===== src/rtl/mc_ctrl.sv =====
// Multi-cycle MIPS-subset control unit: state register, wait/timeout tracking
// and retire counter, with all datapath controls decoded combinationally.
module mc_ctrl #(
    parameter int WAIT_MAX = 15
) (
    input  logic        clk,
    input  logic        rst,
    input  logic [5:0]  op,
    input  logic [5:0]  funct,
    input  logic        zero,
    input  logic        mem_ready,
    output logic        mem_req,
    output logic        mem_we,
    output logic        iord,
    output logic        ir_write,
    output logic        pc_en,
    output logic        reg_write,
    output logic        wd_sel,
    output logic        reg_dst,
    output logic        ext_op,
    output logic [1:0]  alu_srca,
    output logic [1:0]  alu_srcb,
    output logic [2:0]  alu_op,
    output logic [1:0]  pc_src,
    output logic [3:0]  state,
    output logic        illegal,
    output logic        timeout,
    output logic [31:0] instr_cnt
);
    typedef enum logic [3:0] {
        S_FETCH  = 4'd0,  S_DECODE = 4'd1,  S_MEMADR = 4'd2,  S_MEMRD = 4'd3,
        S_MEMWB  = 4'd4,  S_MEMWR  = 4'd5,  S_EXEC   = 4'd6,  S_ALUWB = 4'd7,
        S_BRANCH = 4'd8,  S_JUMP   = 4'd9,  S_IMMEX  = 4'd10, S_IMMWB = 4'd11,
        S_ERROR  = 4'd15
    } state_t;

    localparam int WW = (WAIT_MAX < 2) ? 1 : $clog2(WAIT_MAX + 1);
    localparam logic [WW-1:0] WAIT_LAST = WW'(WAIT_MAX - 1);

    localparam logic [5:0] OP_RTYPE = 6'b000000, OP_LW  = 6'b100011, OP_SW   = 6'b101011;
    localparam logic [5:0] OP_BEQ   = 6'b000100, OP_J   = 6'b000010, OP_ADDI = 6'b001000;
    localparam logic [5:0] OP_ORI   = 6'b001101, OP_LUI = 6'b001111;

    localparam logic [2:0] ALU_ADD = 3'b000, ALU_SUB = 3'b001, ALU_AND = 3'b010, ALU_OR = 3'b011;
    localparam logic [2:0] ALU_SLT = 3'b100, ALU_SLL = 3'b101, ALU_SRL = 3'b110, ALU_PASSA = 3'b111;

    state_t        state_q, state_d;
    logic [WW-1:0] wait_q, wait_d;
    logic [31:0]   cnt_q, cnt_d;
    logic          illegal_q, illegal_d;
    logic          timeout_q, timeout_d;
    logic          req_c, we_c, irw_c, pce_c, rw_c;
    logic          retire;
    logic          rt_legal, rt_shift;
    logic [2:0]    rt_alu;

    always_comb begin
        rt_legal = 1'b1;
        rt_shift = 1'b0;
        rt_alu   = ALU_ADD;
        case (funct)
            6'b100000: rt_alu = ALU_ADD;
            6'b100010: rt_alu = ALU_SUB;
            6'b100100: rt_alu = ALU_AND;
            6'b100101: rt_alu = ALU_OR;
            6'b101010: rt_alu = ALU_SLT;
            6'b000000: begin rt_alu = ALU_SLL; rt_shift = 1'b1; end
            6'b000010: begin rt_alu = ALU_SRL; rt_shift = 1'b1; end
            default:   rt_legal = 1'b0;
        endcase
    end

    always_comb begin
        state_d   = state_q;
        illegal_d = illegal_q;
        timeout_d = timeout_q;
        retire    = 1'b0;
        req_c     = 1'b0;
        we_c      = 1'b0;
        irw_c     = 1'b0;
        pce_c     = 1'b0;
        rw_c      = 1'b0;
        iord      = 1'b0;
        wd_sel    = 1'b0;
        reg_dst   = 1'b0;
        ext_op    = 1'b0;
        alu_srca  = 2'b00;
        alu_srcb  = 2'b00;
        alu_op    = ALU_ADD;
        pc_src    = 2'b00;
        case (state_q)
            S_FETCH: begin
                req_c    = 1'b1;
                alu_srca = 2'b10;
                alu_srcb = 2'b01;
                if (mem_ready) begin
                    irw_c   = 1'b1;
                    pce_c   = 1'b1;
                    state_d = S_DECODE;
                end else if (wait_q == WAIT_LAST) begin
                    state_d   = S_ERROR;
                    timeout_d = 1'b1;
                end
            end
            S_DECODE: begin
                alu_srca = 2'b10;
                alu_srcb = 2'b11;
                ext_op   = 1'b1;
                case (op)
                    OP_LW, OP_SW:           state_d = S_MEMADR;
                    OP_RTYPE:               state_d = rt_legal ? S_EXEC : S_ERROR;
                    OP_BEQ:                 state_d = S_BRANCH;
                    OP_J:                   state_d = S_JUMP;
                    OP_ADDI, OP_ORI, OP_LUI: state_d = S_IMMEX;
                    default:                state_d = S_ERROR;
                endcase
                illegal_d = illegal_q | (state_d == S_ERROR);
            end
            S_MEMADR: begin
                alu_srcb = 2'b10;
                ext_op   = 1'b1;
                state_d  = (op == OP_LW) ? S_MEMRD : S_MEMWR;
            end
            S_MEMRD, S_MEMWR: begin
                req_c = 1'b1;
                we_c  = (state_q == S_MEMWR);
                iord  = 1'b1;
                if (mem_ready) begin
                    state_d = (state_q == S_MEMRD) ? S_MEMWB : S_FETCH;
                    retire  = (state_q == S_MEMWR);
                end else if (wait_q == WAIT_LAST) begin
                    state_d   = S_ERROR;
                    timeout_d = 1'b1;
                end
            end
            S_MEMWB: begin
                rw_c    = 1'b1;
                wd_sel  = 1'b1;
                state_d = S_FETCH;
                retire  = 1'b1;
            end
            S_EXEC: begin
                alu_srca = rt_shift ? 2'b01 : 2'b00;
                alu_op   = rt_alu;
                state_d  = S_ALUWB;
            end
            S_ALUWB: begin
                rw_c    = 1'b1;
                reg_dst = 1'b1;
                state_d = S_FETCH;
                retire  = 1'b1;
            end
            S_BRANCH: begin
                alu_op  = ALU_SUB;
                pc_src  = 2'b01;
                pce_c   = zero;
                state_d = S_FETCH;
                retire  = 1'b1;
            end
            S_JUMP: begin
                pc_src  = 2'b10;
                pce_c   = 1'b1;
                state_d = S_FETCH;
                retire  = 1'b1;
            end
            S_IMMEX: begin
                case (op)
                    OP_ORI: begin alu_srcb = 2'b10; alu_op = ALU_OR; end
                    OP_LUI: begin alu_srca = 2'b11; alu_op = ALU_PASSA; end
                    default: begin alu_srcb = 2'b10; ext_op = 1'b1; end
                endcase
                state_d = S_IMMWB;
            end
            S_IMMWB: begin
                rw_c    = 1'b1;
                state_d = S_FETCH;
                retire  = 1'b1;
            end
            S_ERROR: state_d = S_ERROR;
            default: state_d = S_ERROR;
        endcase

        // Counter restarts whenever a new state is entered, so each memory wait is timed on its own.
        wait_d = wait_q;
        if (state_d != state_q)
            wait_d = '0;
        else if (!mem_ready && (state_q == S_FETCH || state_q == S_MEMRD || state_q == S_MEMWR))
            wait_d = wait_q + WW'(1);
        cnt_d = retire ? cnt_q + 32'd1 : cnt_q;
    end

    always_ff @(posedge clk or negedge rst) begin
        if (!rst) begin
            state_q   <= S_FETCH;
            wait_q    <= '0;
            cnt_q     <= 32'd0;
            illegal_q <= 1'b0;
            timeout_q <= 1'b0;
        end else begin
            state_q   <= state_d;
            wait_q    <= wait_d;
            cnt_q     <= cnt_d;
            illegal_q <= illegal_d;
            timeout_q <= timeout_d;
        end
    end

    // Enables are gated by reset so nothing reaches memory or the register file while held.
    assign mem_req   = req_c & rst;
    assign mem_we    = we_c & rst;
    assign ir_write  = irw_c & rst;
    assign pc_en     = pce_c & rst;
    assign reg_write = rw_c & rst;
    assign state     = state_q;
    assign illegal   = illegal_q;
    assign timeout   = timeout_q;
    assign instr_cnt = cnt_q;
endmodule


===== config.mk =====
export PLATFORM = sky130hd
export DESIGN_NAME = mc_ctrl
export DESIGN_NICKNAME = d
export VERILOG_FILES = /design/src/rtl/mc_ctrl.sv
export SDC_FILE = /design/constraint.sdc
export NUM_CORES = 1
export LEC_CHECK = 0
export CAP_MARGIN = 10
export CORE_MARGIN = 3
export CORE_UTILIZATION = 49
export DETAILED_ROUTE_END_ITERATION = 10
export HOLD_SLACK_MARGIN = 0.1
export MAX_ROUTING_LAYER = met4
export PLACE_DENSITY = 0.84
export SETUP_SLACK_MARGIN = 0.15
export SLEW_MARGIN = 20
export SYNTH_ARGS = -nofsm -noshare
export SYNTH_HDL_FRONTEND = slang
export SYNTH_SLANG_ARGS = --single-unit

===== constraint.sdc =====
create_clock -name clk -period 2.8 [get_ports clk]
set_clock_uncertainty 0.2 [all_clocks]
set_input_delay 0.84 -clock clk [delete_from_list [all_inputs] [get_ports clk]]
set_output_delay 0.84 -clock clk [all_outputs]
set_load 0.02 [all_outputs]

# Yosys cells after proc, flatten, opt, wreduce, memory -nomap -nowiden
# Cells that the tools add are included.
totals:
  register_bits: 42
  latch_bits: 0
  mem_bits_rw: 0
  romBits: 0
  inputBits: 16
  output_inout_bits: 56
  word_cells: 96
  memories: 0
classes:
  add_sub_neg: 2
  n_mul: 0
  n_div: 0
  order_cmp: 0
  eq_ne: 27
  shifts: 0
  mux: 35
  bitwise_logic: 7
  reduce_logical: 20
ops:
  columns: ["op", "n"]
  rows:
  - ["$eq 6x6->1 const B", 7]
  - ["$add 32x1->32 const B", 1]
  - ["$mux 4", 7]
  - ["$pmux 4 s7", 1]
  - ["$eq 4x4->1 const B", 6]
  - ["$pmux 4 s5", 1]
  - ["$eq 6x4->1 const B", 3]
  - ["$pmux 3 s6", 1]
  - ["$eq 4x3->1 const B", 4]
  - ["$mux 1", 13]
  - ["$eq 6x2->1 const B", 2]
  - ["$logic_not 6->1", 2]
  - ["$reduce_or 2->1", 6]
  - ["$pmux 3 s3", 1]
  - ["$reduce_or 3->1", 3]
  - ["$eq 4x2->1 const B", 2]
  - ["$pmux 2 s4", 1]
  - ["$reduce_or 7->1", 1]
  - ["$eq 6x3->1 const B", 1]
  - ["$mux 3", 2]
  - ["$pmux 2 s3", 1]
  - ["$pmux 3 s2", 1]
  - ["$and 1x1->1", 5]
  - ["$reduce_or 5->1", 1]
  - ["other kinds (15)", 18]

# Depth between registers and ports, before layout
# Gate-level depths: netlist of the first run.
logic_depth:
  ltp_word: 9
  depth_mapped: 9
  mapped_depth_nobuf: 8

# Worst setup path after synthesis of the first run
# Ideal clock, no wire load.
synth_path:
  path_kind: "input-to-output"
  start: "in funct[0]"
  end: "out alu_srca[0]"
  t_arrival_ps: 2032
  required_time_ps: 1760
  path_slack_ps: -272
  path_stages: 3
  path_buffers: 0
  path_cell_list: "or2_2 > or3_1 > o31ai_1"
synth_via:
  elab_chain_cells: 5
  elab_cells_between_ends: 6
  classes_between: "eq/ne: 1; mux: 3; reduce/logical: 2"
synth_lines:
  columns: ["item", "line", "text"]
  rows:
  - ["from (decl)", "9", "input logic [5:0] funct,"]
  - ["$eq 6x2->1 or $logic_not 6->1 (tied branches)", "61", "case (funct)"]
  - ["$reduce_or 2->1 (no source line) *", null, null]
  - ["$mux 1 *", "61", null]
  - ["$mux 1 *", "143", "alu_srca = rt_shift ? 2'b01 : 2'b00;"]
  - ["$pmux 2 s3 *", "91", "case (state_q)"]
  - ["to (decl)", "21", "output logic [1:0] alu_srca,"]
# Mark *: on every way between the ends. The rest lies on a longest branch, timed or not.

# Worst setup path after layout of the first run
layout_path:
  start: "in funct[2]"
  end: "out alu_srca[0]"
# The elaborated chain is that of the path after synthesis.

==> Implementation_results.wiki, run 1 <==
{| class="wikitable"
! Metric !! Value
|-
| Endpoint arrival time on the critical path || 1.97 ns
|-
| Number of nets in the layout || 442
|-
| Top cells by area, synth || dfrtp_1 39%, xnor2_1 9.2%, nand2_1 4.2%
|-
| Final hold violation count || 0
|-
| Detailed placement HPWL || 5390 microns
|-
| Crit path time final || 3.01 ns
|-
| Hold slack final || 0.265 ns
|-
| Reg2Reg Launch Point || state[2]$_DFF_PN0_
|-
| Area fraction of the dominant cell type after synthesis || 0.393
|-
| Synth async-reset ratio || 1.00
|-
| F_max || 0.332 GHz
|-
| Number of antenna violations at the first check in global routing || 0
|-
| Number of instances in the synthesized netlist || 295
|-
| Transition time at the pin with the least slew margin || 0.525 ns
|-
| Cell breakdown of the critical path || buf_8, or2_4, or3_4, o31ai_4, buf_6
|-
| Synthesis-to-layout area growth || 58.8%
|-
| Leading register cell type out of synthesis || dfrtp_1
|-
| Number of distinct library cells after synthesis || 60
|-
| Critical-path maximum fanout || 3
|-
| Cts-stage hold buffer count || 0
|-
| Cell taking the most area after synthesis || dfrtp_1
|-
| Total setup violations reported at the end of the flow || 5
|-
| Instance area after placement || 3800 sq um
|-
| Depth of the worst register-to-register path || 9
|-
| GRT Residual Overflow || 0
|-
| VDD IR-drop max || 322 uV
|-
| Outcome || finished with violations
|-
| Post-route worst setup slack || -0.208 ns
|-
| Max-cap violation count || 0
|-
| Die area || 6380 sq um
|-
| Die Height || 79.9 microns
|-
| Number of vias in the routed layout || 2844
|-
| DR vias/cell || 5.76
|-
| Average cell area after synthesis || 9.07 sq um
|-
| Crit share post-route || 1.07
|-
| Area of the core region || 5200 sq um
|-
| Relative slew slack || 0.650
|-
| CTS Buf Count || 5
|-
| First-pass GRT wire length || 13000 microns
|-
| Row count || 26
|-
| Cell area after synthesis || 2680 sq um
|-
| Commonest non-fill, non-tap cell in the layout || buf_4
|-
| Reg clk slew, reported paths || 0.08 ns
|-
| Number of nets with antenna violations after routing || 0
|-
| Critical path's slowest cell || or3_4
|-
| Met1 demand-to-capacity share in global routing || 0.334
|-
| Diode count || 0
|-
| Worst reg2reg setup slack || 0.16 ns
|-
| TritonCTS Sinks || 42
|-
| Seq/Total Area, Yosys || 0.393
|-
| Drt first pass iters || 5
|-
| I/O pin count || 72
|-
| Root Driver || clkbuf_8
|-
| Worst-case setup slack after placement || -1.07 ns
|-
| Count of flip-flops with a built-in enable after synthesis || 0
|-
| Die Wd || 79.9 microns
|-
| Most frequent cells in the layout || 51 x buf_4, 42 x dfrtp_1, 36 x clkdlybuf4s50_1, 28 x xnor2_1, 26 x buf_6
|-
| Maximum buffer depth of the clock tree || 2
|-
| Finished layout cell area || 4250 sq um
|-
| Violations in the final reports || setup timing
|-
| Detailed router's first-iteration violation count || 257
|-
| Critical path startpoint category || primary input
|-
| Fraction of layout instances using a drive strength above 1 || 0.347
|-
| Level count of the clock H-tree || 2
|-
| DRC violation count after routing || 0
|-
| Worst Path Required || 1.76 ns
|-
| Final estimated routing congestion in global placement || 0.931
|-
| Total Wirelength || 8780 microns
|-
| Setup repair after global routing missed its margin || true
|-
| Biggest cell delay along the critical path || 0.40 ns
|-
| Number of synthesized register bits || 42
|-
| Worst setup EP type || output pin
|-
| Global-route layer with the greatest usage || met2
|-
| CTS tree || yes
|-
| Final standard cell utilization of the core || 0.816
|-
| Worst hold-check path type || reg -> reg
|-
| Latest clock arrival within the worst-skew pair || 0.29 ns
|-
| Met2 track demand over resource || 0.454
|-
| Starting density of the core || 0.514
|-
| Leak Pwr || 0.00192 uW
|-
| Number of warnings printed during yosys synthesis || 0
|-
| Maximum number of pins on one net before global-route repair || 43
|-
| Worst setup path startpoint || funct[2]
|-
| FF-to-FF End || wait_q[0]$_DFFE_PN0P_
|-
| Met3 Use GR || 0.0339
|-
| Ratio of total power to cell area || 285 nW/um^2
|-
| Critical path class || in -> out
|-
| Net count after synthesis || 314
|-
| Final slew viol count || 0
|-
| All-Layer GR Usage || 0.265
|-
| Port Buffers || 71
|-
| Worst setup path end || alu_srca[0]
|-
| Final routed wire length divided by cell count || 17.8 microns
|-
| Total power || 1210 uW
|-
| Via count of the first global-routing pass || 2654
|}
[critical path: cells and delay by family]
family / cells / cell delay (ns)
buf+inv: 2 / 0.26
compound gates: 1 / 0.22
simple gates: 2 / 0.65
[flip-flops by register name, summed over array words and instances, names as in the netlist]
name / cells
wait_q: 4
instr_cnt: 32
timeout: 1
illegal: 1
state: 4
[kinds of logic after synthesis]
family | after synthesis | share of synthesized area
flops | 42 | 0.393
buf+inv | 20 | 0.0360
mux | 2 | 0.00795
simple gates | 146 | 0.311
xor+xnor | 36 | 0.118
compound gates | 46 | 0.120
fa+ha+maj | 3 | 0.0140
[layer usage]
| metal | vias up | share of wire |
|---|---|---|
| li1 | 1308 | - |
| met1 | 1382 | 0.39 |
| met2 | 123 | 0.52 |
| met3 | 31 | 0.050 |
| met4 | 0 | 0.034 |
| met5 | - | 0 |
[area by class of cell]
type / count / area, sq um
sequential: 42 / 1050
multi-input combinational: 233 / 1740
timing repair buffer: 133 / 1230
fill: 291 / 956
clock buffer: 7 / 76.3
tap: 70 / 87.6
clock inverter: 1 / 30.0
inverter: 8 / 32.5
[repair_timing]
item / CTS / global route
gates resized for setup: 170 / 40
setup endpoints to repair: 31 / 20
pin swaps: 27 / 17
buffers inserted: 11 / 8
[where the power goes]
part / total, uW / switching [uW] / internal, uW
logic: 134 / 68.4 / 66.0
registers: 608 / 0.553 / 607
clock network: 468 / 201 / 267
total: 1210 / 270 / 940
[worst min path at each step]
stage	slack, ns	startpoint	cells past startpoint	endpoint
after global placement	0.24	timeout$_DFFE_PN0P_	1	timeout$_DFFE_PN0P_
final	0.26	timeout$_DFFE_PN0P_	1	timeout$_DFFE_PN0P_
after floorplan	0.34	rst	0	illegal$_DFFE_PN0P_
after global routing	0.29	timeout$_DFFE_PN0P_	1	timeout$_DFFE_PN0P_
after detailed placement	0.26	timeout$_DFFE_PN0P_	1	timeout$_DFFE_PN0P_
after CTS	0.27	timeout$_DFFE_PN0P_	1	timeout$_DFFE_PN0P_
[synth_stat cells (2+ instances only)]
library cell and n:
a211oi_1 4, a21o_1 4, a21oi_1 9, and2_1 6, and3_1 4, and3b_1 2, and4_1 4, buf_2 7
dfrtp_1 42, ha_1 3, inv_1 7, nand2_1 30, nand2b_1 7, nand3_1 15, nand3b_1 2, nand4_1 12
nor2_1 26, nor2b_1 3, nor3_1 14, nor4_1 2, o21ai_0 12, o21bai_1 2, o31ai_1 3, or2_2 2
or3_1 3, or4_1 2, xnor2_1 28, xor2_1 8
[through the flow]
| stage | TNS, ns | cells |
|---|---|---|
| finish | -0.632 | 494 |
| global route | -0.888 | 494 |
| CTS | -0.460 | 486 |
| detailed placement | -11.98 | 467 |
| global placement | -9.83 | 467 |
| floorplan | -0.0378 | 295 |
(Power assumes the default switching activity.)
==> run 2: changes to the inputs <==
- CORE_MARGIN: 3 -> 10
- PLACE_DENSITY: 0.84 -> 0.77
==> run 2 against run 1 <==
  * The run still ends with setup timing left
  * Critical path depth did not move
  * Sequential power barely moved
  * Power increased by 1.5%
  * Combinational power is 9% higher
  * Non-clock buffer count up 12
  * Register-to-register slack better by 0.17 ns
  * Worst setup slack gained 0.025 ns
  * Design area is 2.8% higher
  * Via count rose by 1.4%
  * Maximum frequency rose by 0.85%
  * Die area rose by 38%
  * Critical endpoint is now alu_op[0]
  * Largest power group unchanged
==> Implementation_results.wiki, run 2 (synthesized netlist as in run 1, its figures left out) <==
{| class="wikitable"
! Metric !! Value
|-
| Post-route worst setup slack || -0.183 ns
|-
| Relative slew slack || 0.644
|-
| TritonCTS Sinks || 42
|-
| Critical path's slowest cell || a2111oi_4
|-
| Worst reg2reg setup slack || 0.33 ns
|-
| Diode count || 0
|-
| Bufs and invs on worst path || 2
|-
| Final standard cell utilization of the core || 0.839
|-
| Biggest cell delay along the critical path || 0.43 ns
|-
| Die area || 8820 sq um
|-
| DRC violation count after routing || 0
|-
| Number of nets in the layout || 454
|-
| Die Height || 93.9 microns
|-
| First-pass GRT wire length || 13500 microns
|-
| Starting density of the core || 0.514
|-
| Worst hold-check path type || reg -> reg
|-
| Worst Path Required || 1.76 ns
|-
| Reg area || 1050 sq um
|-
| Critical path startpoint category || primary input
|-
| Synthesis-to-layout area growth || 63.2%
|-
| Max FFs per register || 32
|-
| Die Wd || 93.9 microns
|-
| Most frequent cells in the layout || 61 x buf_4, 42 x dfrtp_1, 38 x clkdlybuf4s50_1, 28 x xnor2_1, 27 x buf_6
|-
| Worst setup EP type || output pin
|-
| Area of the core region || 5200 sq um
|-
| Final routed wire length divided by cell count || 18.7 microns
|-
| Final estimated routing congestion in global placement || 0.921
|-
| Multi-input logic area || 1760 sq um
|-
| Max-cap violation count || 0
|-
| Worst-case setup slack after placement || -1.08 ns
|-
| Critical path class || in -> out
|-
| DR vias/cell || 5.70
|-
| Port Buffers || 71
|-
| Cts-stage hold buffer count || 0
|-
| Violations in the final reports || setup timing
|-
| Crit path time final || 2.98 ns
|-
| Row count || 26
|-
| Latest clock arrival within the worst-skew pair || 0.29 ns
|-
| Number of fill cells || 285
|-
| Number of nets with antenna violations after routing || 0
|-
| Critical-path maximum fanout || 3
|-
| Hold slack final || 0.265 ns
|-
| Final slew viol count || 0
|-
| Number of antenna violations at the first check in global routing || 0
|-
| Detailed placement HPWL || 5720 microns
|-
| Cell type with the highest occurrence count on the critical path || buf_6
|-
| Level count of the clock H-tree || 2
|-
| Detailed router's first-iteration violation count || 257
|-
| Outcome || finished with violations
|-
| GRT Residual Overflow || 0
|-
| Maximum number of pins on one net before global-route repair || 43
|-
| F_max || 0.335 GHz
|-
| Final hold violation count || 0
|-
| Crit share post-route || 1.07
|-
| Total Wirelength || 9460 microns
|-
| Total setup violations reported at the end of the flow || 4
|-
| I/O pin count || 72
|-
| VDD IR-drop max || 295 uV
|-
| Commonest non-fill, non-tap cell in the layout || buf_4
|-
| Number of vias in the routed layout || 2883
|-
| Reg clk slew, reported paths || 0.08 ns
|-
| Setup repair after global routing missed its margin || true
|-
| Root Driver || clkbuf_8
|-
| Cell family contributing the most delay on the critical path || compound AO/OA/AOI/OAI gates
|-
| All-Layer GR Usage || 0.193
|-
| Ratio of total power to cell area || 281 nW/um^2
|-
| Fraction of layout instances using a drive strength above 1 || 0.367
|-
| Maximum buffer depth of the clock tree || 2
|-
| CTS Buf Count || 5
|-
| Leak Pwr || 0.00199 uW
|-
| Endpoint arrival time on the critical path || 1.94 ns
|-
| Drt first pass iters || 5
|-
| CTS tree || yes
|-
| Transition time at the pin with the least slew margin || 0.535 ns
|-
| Via count of the first global-routing pass || 2682
|-
| Cell breakdown of the critical path || buf_6, nand3b_1, a2111oi_4, a211o_1, buf_6
|}
run 2: changes by cell type in the layout (fill, tap and decap cells not counted), sizes merged:
cell,before,now
buf,89,102
clkbuf,10,9
clkdlybuf4s50,36,38
dlymetal6s2s,2,0
run 2: per-stage QoR:
step / setup TNS, ns / area (sq um) / cells / total power (uW)
6_report: -0.612 / 4370 / 506 / 1230
3_5_place_dp: -11.81 / 3790 / 465 / 721
4_1_cts: -0.416 / 4080 / 487 / 1210
2_1_floorplan: -0.0378 / 2770 / 295 / 653
5_1_grt: -0.777 / 4370 / 506 / 1270
3_3_place_gp: -10.06 / 3790 / 465 / 719
run 2: worst paths after layout:
kind                                     startpoint                   endpoint  cells past startpoint
worst max-delay path                       funct[1]                  alu_op[0]                      5
worst min-delay path            timeout$_DFFE_PN0P_        timeout$_DFFE_PN0P_                      1
worst max register to register   state[3]$_DFF_PN0_      wait_q[2]$_DFFE_PN0P_                      9
worst min register to register  timeout$_DFFE_PN0P_        timeout$_DFFE_PN0P_                      1
max in group asynchronous                       rst  instr_cnt[11]$_DFFE_PN0P_                      3
min in group asynchronous                       rst      wait_q[1]$_DFFE_PN0P_                      3
run 2: final cells by class:
cell class              count  share of cell area
repair buffers            145               0.305
clock inverters             1             0.00688
flip-flops and latches     42               0.241
inverters                   8             0.00745
multi-input cells         233               0.402
well taps                  70              0.0201
clock buffers               7              0.0175
run 2: timing repair:
action | CTS | global route
cloned | 0 | 2
endpoints found under the setup margin | 22 | 20
gates resized for setup | 166 | 42
pin swaps | 26 | 23
buffers inserted | 14 | 17
run 2: where the power goes:
group / internal [uW] / switching (uW)
combinational: 71.4 / 74.3
sequential: 607 / 0.682
clock: 267 / 208
run 2: metal layers:
metal  GRT usage  share of wire  vias to the layer above
met4      0.0671          0.023                        0
li1            -              -                     1329
met2       0.316           0.52                      112
met3      0.0352          0.049                       26
met1       0.233           0.40                     1416
met5           -              0                        -
==> run 3: changes to the inputs <==
- ABC_AREA: default -> 1
- CORE_UTILIZATION: 49 -> 50
- HOLD_SLACK_MARGIN: 0.1 -> 0.15
- clock period: 2.8 -> 3.2 ns (I/O delays scaled with it)
==> run 3 against run 2 <==
  * The run now ends clean
  * Power is 15% lower
  * Register-to-register slack better by 0.64 ns
  * First-iteration DRC count is 44% lower
  * Global-route usage is 0.86 points lower
  * Sequential power is 13% lower
  * Sequential share of layout area is 2.2 points higher
  * Routed wire length is 15% lower
  * Non-clock buffer count is 45 lower
  * Core utilization is 11 points lower
  * Die area is 3.8% higher
  * Cell count is 18% higher
==> Implementation_results.wiki, run 3 <==
{| class="wikitable"
! Metric !! Value
|-
| Latest clock arrival within the worst-skew pair || 0.30 ns
|-
| CTS Buf Count || 5
|-
| Number of nets with antenna violations after routing || 0
|-
| Cell area after synthesis || 2860 sq um
|-
| Row count || 27
|-
| Final hold violation count || 0
|-
| Seq/Total Area, Yosys || 0.367
|-
| Diode count || 0
|-
| Most frequent cell after synthesis || nand2_1
|-
| Outcome || finished, final reports clean
|-
| Port Buffers || 71
|-
| Cts-stage hold buffer count || 0
|-
| Multi-input logic area || 1670 sq um
|-
| TritonCTS Sinks || 42
|-
| Setup repair after global routing missed its margin || false
|-
| Die Height || 95.7 microns
|-
| Area fraction of the dominant cell type after synthesis || 0.367
|-
| Leak Pwr || 0.00199 uW
|-
| Drt first pass iters || 4
|-
| Die Wd || 95.7 microns
|-
| Reg area || 1050 sq um
|-
| DR vias/cell || 5.11
|-
| Finished layout cell area || 4010 sq um
|-
| Number of antenna violations at the first check in global routing || 0
|-
| Number of nets in the layout || 543
|-
| Worst setup path startpoint || op[0]
|-
| I/O pin count || 72
|-
| Starting density of the core || 0.516
|-
| Detailed router's first-iteration violation count || 144
|-
| Level count of the clock H-tree || 2
|-
| Transition time at the pin with the least slew margin || 0.519 ns
|-
| First-pass GRT wire length || 13300 microns
|-
| Number of synthesized register bits || 42
|-
| F_max || 0.335 GHz
|-
| Final routed wire length divided by cell count || 13.5 microns
|-
| Reg2Reg Launch Point || state[1]$_DFF_PN0_
|-
| Commonest non-fill, non-tap cell in the layout || nand2_1
|-
| Maximum buffer depth of the clock tree || 2
|-
| Crit path time final || 2.99 ns
|-
| Worst setup EP type || output pin
|-
| Synth async-reset ratio || 1.00
|-
| Max FFs per register || 32
|-
| Fraction of layout instances using a drive strength above 1 || 0.187
|-
| Final slew viol count || 0
|-
| Final estimated routing congestion in global placement || 0.932
|-
| Number of distinct library cells after synthesis || 30
|-
| All-Layer GR Usage || 0.185
|-
| Total setup violations reported at the end of the flow || 0
|-
| Total Wirelength || 8070 microns
|-
| Top cells by area, synth || dfrtp_1 37%, nand2_1 14%, nor2_1 8.5%
|-
| Cell taking the most area after synthesis || dfrtp_1
|-
| Net count after synthesis || 438
|-
| Detailed placement HPWL || 6280 microns
|-
| Instance area after placement || 3790 sq um
|-
| Number of instances in the synthesized netlist || 419
|-
| Via count of the first global-routing pass || 2934
|-
| Reg clk slew, reported paths || 0.09 ns
|-
| Crit share post-route || 0.934
|-
| Worst-case setup slack after placement || -0.764 ns
|-
| Critical path startpoint category || primary input
|-
| DRC violation count after routing || 0
|-
| Number of vias in the routed layout || 3048
|-
| Average cell area after synthesis || 6.83 sq um
|-
| CTS tree || yes
|-
| Number of warnings printed during yosys synthesis || 0
|-
| Maximum number of pins on one net before global-route repair || 43
|-
| Relative slew slack || 0.654
|-
| Synthesis-to-layout area growth || 40.2%
|-
| Worst hold-check path type || reg -> reg
|-
| Endpoint arrival time on the critical path || 1.83 ns
|-
| Worst Path Required || 2.04 ns
|-
| Most common library cells after synthesis || 109 x nand2_1, 65 x nor2_1, 59 x inv_1
|-
| Ratio of total power to cell area || 261 nW/um^2
|-
| Die area || 9150 sq um
|-
| Final standard cell utilization of the core || 0.724
|-
| Post-route worst setup slack || 0.211 ns
|-
| VDD IR-drop max || 293 uV
|-
| Root Driver || clkbuf_8
|-
| GRT Residual Overflow || 0
|-
| Count of flip-flops with a built-in enable after synthesis || 0
|-
| Most frequent cells in the layout || 101 x nand2_1, 57 x nor2_1, 56 x inv_1, 41 x clkdlybuf4s50_1, 40 x dfrtp_1
|-
| Leading register cell type out of synthesis || dfrtp_1
|-
| Critical-path maximum fanout || 3
|-
| Startpoint of the most critical hold path || timeout$_DFFE_PN0P_
|-
| Max-cap violation count || 0
|-
| Number of fill cells || 470
|-
| Area of the core region || 5540 sq um
|-
| Critical path class || in -> out
|}
[run 3: layout make-up]
type                       count  share of cell area
multi-input combinational    315               0.417
sequential                    42               0.263
timing repair buffer         100               0.213
inverter                      60              0.0561
tap                           72              0.0225
clock buffer                   5              0.0172
clock inverter                 3              0.0122
[run 3: cells by family after synthesis]
kind of cell | Yosys count | synth area share
AND/OR/NAND/NOR | 247 | 0.377
buffers and inverters | 62 | 0.0818
flip-flops | 42 | 0.367
XOR/XNOR | 33 | 0.101
AO/OA/AOI/OAI | 32 | 0.0595
adder cells (fa/ha/maj) | 3 | 0.0131
[run 3: metal layers]
layer / GRT usage / vias up / part of all wire
met5: - / - / 0
met4: 0.0749 / 0 / 0.022
met3: 0.0377 / 17 / 0.063
met2: 0.312 / 94 / 0.48
met1: 0.208 / 1406 / 0.43
li1: - / 1531 / -
[run 3: through the flow]
stage	setup TNS (ns)	hold WS (ns)	total power (uW)	instances
floorplan	0	0.321	561	419
global placement	-4.73	0.251	606	579
detailed placement	-5.07	0.264	607	579
CTS	0	0.287	1050	596
global route	0	0.313	1080	597
finish	0	0.281	1050	597
[run 3: timing repair]
action                                  4_1_cts  5_1_grt
gates resized for setup                      89       33
endpoints found under the setup margin       15       17
pin swaps                                    13       11
setup buffers                                 9        1
[run 3: worst paths after layout]
path | end | slack (ns) | depth (start not counted)
worst max-delay path | alu_srca[1] | 0.21 | 6
worst min-delay path | timeout$_DFFE_PN0P_ | 0.28 | 2
worst max register to register | instr_cnt[27]$_DFFE_PN0P_ | 0.97 | 9
worst min register to register | timeout$_DFFE_PN0P_ | 0.28 | 2
max in group asynchronous | state[2]$_DFF_PN0_ | 1.87 | 2
min in group asynchronous | timeout$_DFFE_PN0P_ | 0.55 | 2
[run 3: worst max-delay path, stage by stage]
cell	delay [ns]
dlygate4sd2_1	0.23
nand2_2	0.08
nor4_4	0.18
nand2_2	0.11
o21ai_0	0.08
buf_2	0.18
[run 3: report_power, final]
group	leakage, uW	total (uW)	switching [uW]	internal (uW)
clock	0.0000563	443	205	238
sequential	0.000518	530	0	530
combinational	0.00141	73.4	44.0	29.4
==> edit 1 (flow settings as in run 1) <==
Register the output `instr_cnt` once more, cleared by the reset; this adds one clock of latency there. The other outputs are not delayed to match.
--- a/src/rtl/mc_ctrl.sv
+++ b/src/rtl/mc_ctrl.sv
@@ -214,6 +214,12 @@
     assign state     = state_q;
     assign illegal   = illegal_q;
     assign timeout   = timeout_q;
-    assign instr_cnt = cnt_q;
+    always_ff @(posedge clk or negedge rst) begin
+        if (!rst) begin
+            instr_cnt <= '0;
+        end else begin
+            instr_cnt <= cnt_q;
+        end
+    end
 endmodule
 
Behaviour: not the same (a bounded check fails within 4 cycles, from zero or initial values and one cycle with rst low).
==> edit 1 against run 1 <==
  * Sequential power increased by 120%
  * Sequential cell count increased by 32
  * Synthesized area increased by 28%
  * Core utilization decreased by 1.4 points
  * Wire length increased by 18%
  * Largest power group is now combinational cells
  * Global-route usage decreased by 0.63 points
  * The flow still finishes with violations (setup timing)
  * Clock power increased by 110%
  * Power increased to 3.7 times the old value
  * Maximum frequency increased by 3.1%
  * Final area increased by 24%
  * Setup slack improved by 90 ps
  * Highest routed layer unchanged
==> edit 1: results (changes against run 1) <==
The number of cells on the worst reg-to-reg path was 10 (+1). The flow ran to the end, but the final reports show violations. The internal power component is 2.74 mW (+190%). The portion of the post-synthesis area used by sequential elements is 53.9% (+15 points). The total of endpoints with negative setup slack in the final report is 4 (-1).

The distinct cell type count after synthesis is 57 (-5.0%). The final-layout setup total negative slack is -335 ps (+298 ps). The final net count was 488 (+10%). The worst hold slack is 184 ps (-81.0 ps).

The worst hold path startpoint is cnt_q[30]$_DFFE_PN0P_. The least setup slack across all paths after layout came out at -118 ps (+90.1 ps). The wire length of the first global-routing pass came out at 16.3 mm (+25%). The path with the worst hold slack has its endpoint at instr_cnt[30]$_DFF_PN0_. The share of final-layout standard cells stronger than drive strength 1 was 37.1% (+2.5 points). The hold-critical path depth is 0 (-1). The all-layer global routing usage came to 25.9% (-0.63 points). The share of the synthesized area in compound gates (AO/OA/AOI/OAI) was 9.91% (-2.1 points). The worst slew margin relative to its limit is 49.0% (-16 points). The standby leakage power is 2.34 nW (+22%). The arrival time reported for the critical path endpoint is 1880 ps (-90 ps). The number of global-route vias before repair is 3265 (+23%). The maximum fanout count along the critical path came out at 2 (-1). The XOR/XNOR share of the synthesized area is 9.18% (-2.6 points). The average via count per standard cell is 5.75 (-0.10%). The aggregate routed wire length came out at 10.4 mm (+18%).

The final reports fail on setup timing. The register share of total power was 29.7% (-21 points). The critical path's largest stage delay is 420 ps (+20 ps). The CTS H-tree depth is 3 (+1).
-- edit 1: changes by cell type in the layout (fill, tap and decap cells not counted), sizes merged, moves of 6 or more --
cell and change:
and3 +7, dfrtp +32, buf +11, xnor2 -8
nand2 -10, xor2 +8, nor2 +6
-- edit 1: routing by layer --
metal,routed length (um),track usage [%],part of all wire (%)
met3,767,5.76,7.4
met2,5030,41.2,48
met5,0,-,0
met4,480,11.1,4.6
met1,4100,32.0,40
-- edit 1: cell type report --
type | instances | area (sq um)
inverters | 9 | 33.8
flip-flops and latches | 74 | 1850
multi-input cells | 230 | 1770
fillers | 346 | 1300
clock inverters | 6 | 97.6
clock buffers | 10 | 138
repair buffers | 145 | 1260
well taps | 93 | 116
-- edit 1: metrics by stage --
| stage | setup WS, ps | instances |
|---|---|---|
| 2_1_floorplan | 138 | 323 |
| 3_3_place_gp | -955 | 528 |
| 3_5_place_dp | -1050 | 528 |
| 4_1_cts | -118 | 563 |
| 5_1_grt | -168 | 567 |
| 6_report | -118 | 567 |
==> edit 2 (config.mk and constraints of run 1) <==
Without the edit above. Change the parameter `WAIT_MAX` from 15 to 14.
--- a/src/rtl/mc_ctrl.sv
+++ b/src/rtl/mc_ctrl.sv
@@ -1,7 +1,7 @@
 // Multi-cycle MIPS-subset control unit: state register, wait/timeout tracking
 // and retire counter, with all datapath controls decoded combinationally.
 module mc_ctrl #(
-    parameter int WAIT_MAX = 15
+    parameter int WAIT_MAX = 14
 ) (
     input  logic        clk,
     input  logic        rst,
Formal check against the unedited RTL: same outputs for any inputs over 10 cycles, from zero or initial values and one cycle with rst low; that may be too few to reach the edited logic, so the function may still have changed.
==> edit 2 against run 1 <==
  * The flow still finishes with violations (setup timing)
  * Highest routed layer unchanged
  * Setup slack worse by 36 ps
  * Core utilization up 1.2 points
  * Wire length up 5.7%
  * Synthesized area up 1.5%
  * Maximum frequency down 1.2%
  * Power up 1.2%
  * Final area up 2.1%
  * Global-route usage up 0.67 points
  * Combinational power up 11%
  * Sequential cell count unchanged
==> edit 2: results (changes against run 1) <==
The routed metal-1 wire length is 3.74 mm (+8.1%). The portion of the post-synthesis area used by sequential elements came out at 38.7% (-0.60 points). The power drawn by the combinational cells came out at 149 uW (+11%). The distinct cell type count after synthesis is 65 (+8.3%). The total of endpoints with negative setup slack in the final report is 9 (+4). The arrival time reported for the critical path endpoint is 2000 ps (+30 ps). The run finished, with violations left. The total number of multi-input combinational cells was 233 (unchanged). The met3 capacity usage during global routing is 4.37% (+0.99 points). The non-clock buffer instance count of the final layout came out at 141 (+6.0%).

The fraction of power spent switching nets came out at 22.6% (+0.27 points). The met3 wire length came out at 422 um (-3.4%). The violation count after the first detailed-route iteration came to 205 (-20%). The post-layout instance count excluding filler cells is 502 (+1.6%). The area added between synthesis and finish came out at 59.7%. The final estimated routing congestion in global placement was 0.901 (-3.2%). The slew at the pin with the worst max-slew slack was 519 ps (-5.90 ps). In this run the worst setup path terminates at alu_op[1]. The total of fill cells in the finished design was 292 (+0.34%).

The worst hold path belongs to the class input pin to async pin. The checks that failed: setup timing. The total area of multi-input combinational cells came out at 0.00174 sq mm (-0.29%).

The internal power component came out at 948 uW (+0.84%). The number of buffers added for setup after CTS came out at 13 (+2). The largest net degree at the start of global routing came out at 42 (-2.3%). The wire length of the first global-routing pass is 13.4 mm (+2.7%). The critical path starts at op[2].

The all-layer global routing usage came out at 27.2% (+0.67 points). The non-clock buffer share of cell area came out at 30.4% (+1.6 points). Clock-pin slew was measured on the worst setup and hold paths at ~70 ps. The standby leakage power is 1.96 nW (+1.8%).

The maximum fanout count along the critical path was 2 (-1). The final-layout setup total negative slack was -1310 ps (-673 ps). The launch point of the worst reg-to-reg path is state[3]$_DFF_PN0_. The cell count after synthesis came to 296 (+0.34%). Sorting the synthesized cells by how often they occur yields dfrtp_1 (42), nand2_1 (30), nor2_1 (28), xnor2_1 (28), nand3_1 (18). Sorting the synthesized cells by area gives the leading types as dfrtp_1 (39%), xnor2_1 (9.0%), nand2_1 (4.1%), nor2_1 (3.9%), nand3_1 (3.3%). The final-layout clock-cell area share came out at 2.54% (+0.035 points). The average cell area after synthesis came to 9.18 sq um (+1.2%).

The clock buffer instance count of the final layout came out at 6 (-1). The met2 usage is 46.1% (+0.66 points). The least setup slack across all paths after layout came to -244 ps (-35.7 ps). The final net count was 450 (+1.8%). The share of final-layout standard cells stronger than drive strength 1 came out at 35.9% (+1.2 points). The global routing met1 resource utilization is 33.3% (-0.17 points). The worst slack at placement is -1110 ps (-42.1 ps). The worst-case vdd ir drop came out at 0.000301 V (-6.6%). The number of global-route vias before repair was 2783 (+4.9%). The half-perimeter wire length after detailed placement came to 5.46 mm (+1.2%). The share of the final layout cell area in sequential cells is 24.2% (-0.51 points).

The average via count per standard cell was 5.85 (+1.6%). The total iterations of the first detailed-routing run came out at 4 (-1).
[edit 2: changes by cell type in the layout (fill, tap and decap cells not counted), sizes merged, moves of 3 or more]
cell | run 1 | this run
buf | 89 | 96
clkbuf | 10 | 7
clkdlybuf4s15 | 0 | 3
nand3 | 15 | 19
nor3 | 15 | 8
o21ai | 13 | 10
[edit 2: logic make-up (layout without fill, tap and decap cells)]
| family | count (synthesis) | after routing | synth area share, % |
|---|---|---|---|
| flip-flops | 42 | 42 | 38.7 |
| buffers and inverters | 21 | 157 | 4.97 |
| AO/OA/AOI/OAI | 47 | 47 | 12.6 |
| adder cells (fa/ha/maj) | 3 | 3 | 1.38 |
| multiplexers | 1 | 1 | 0.414 |
| XOR/XNOR | 36 | 36 | 11.6 |
| AND/OR/NAND/NOR | 146 | 146 | 30.4 |
[edit 2: critical path: stages]
cell      delay (ps)
buf_8             80
nand2_4           70
nor3_4           250
nor4bb_4         350
buf_4            190
a21o_1           110
buf_6            120
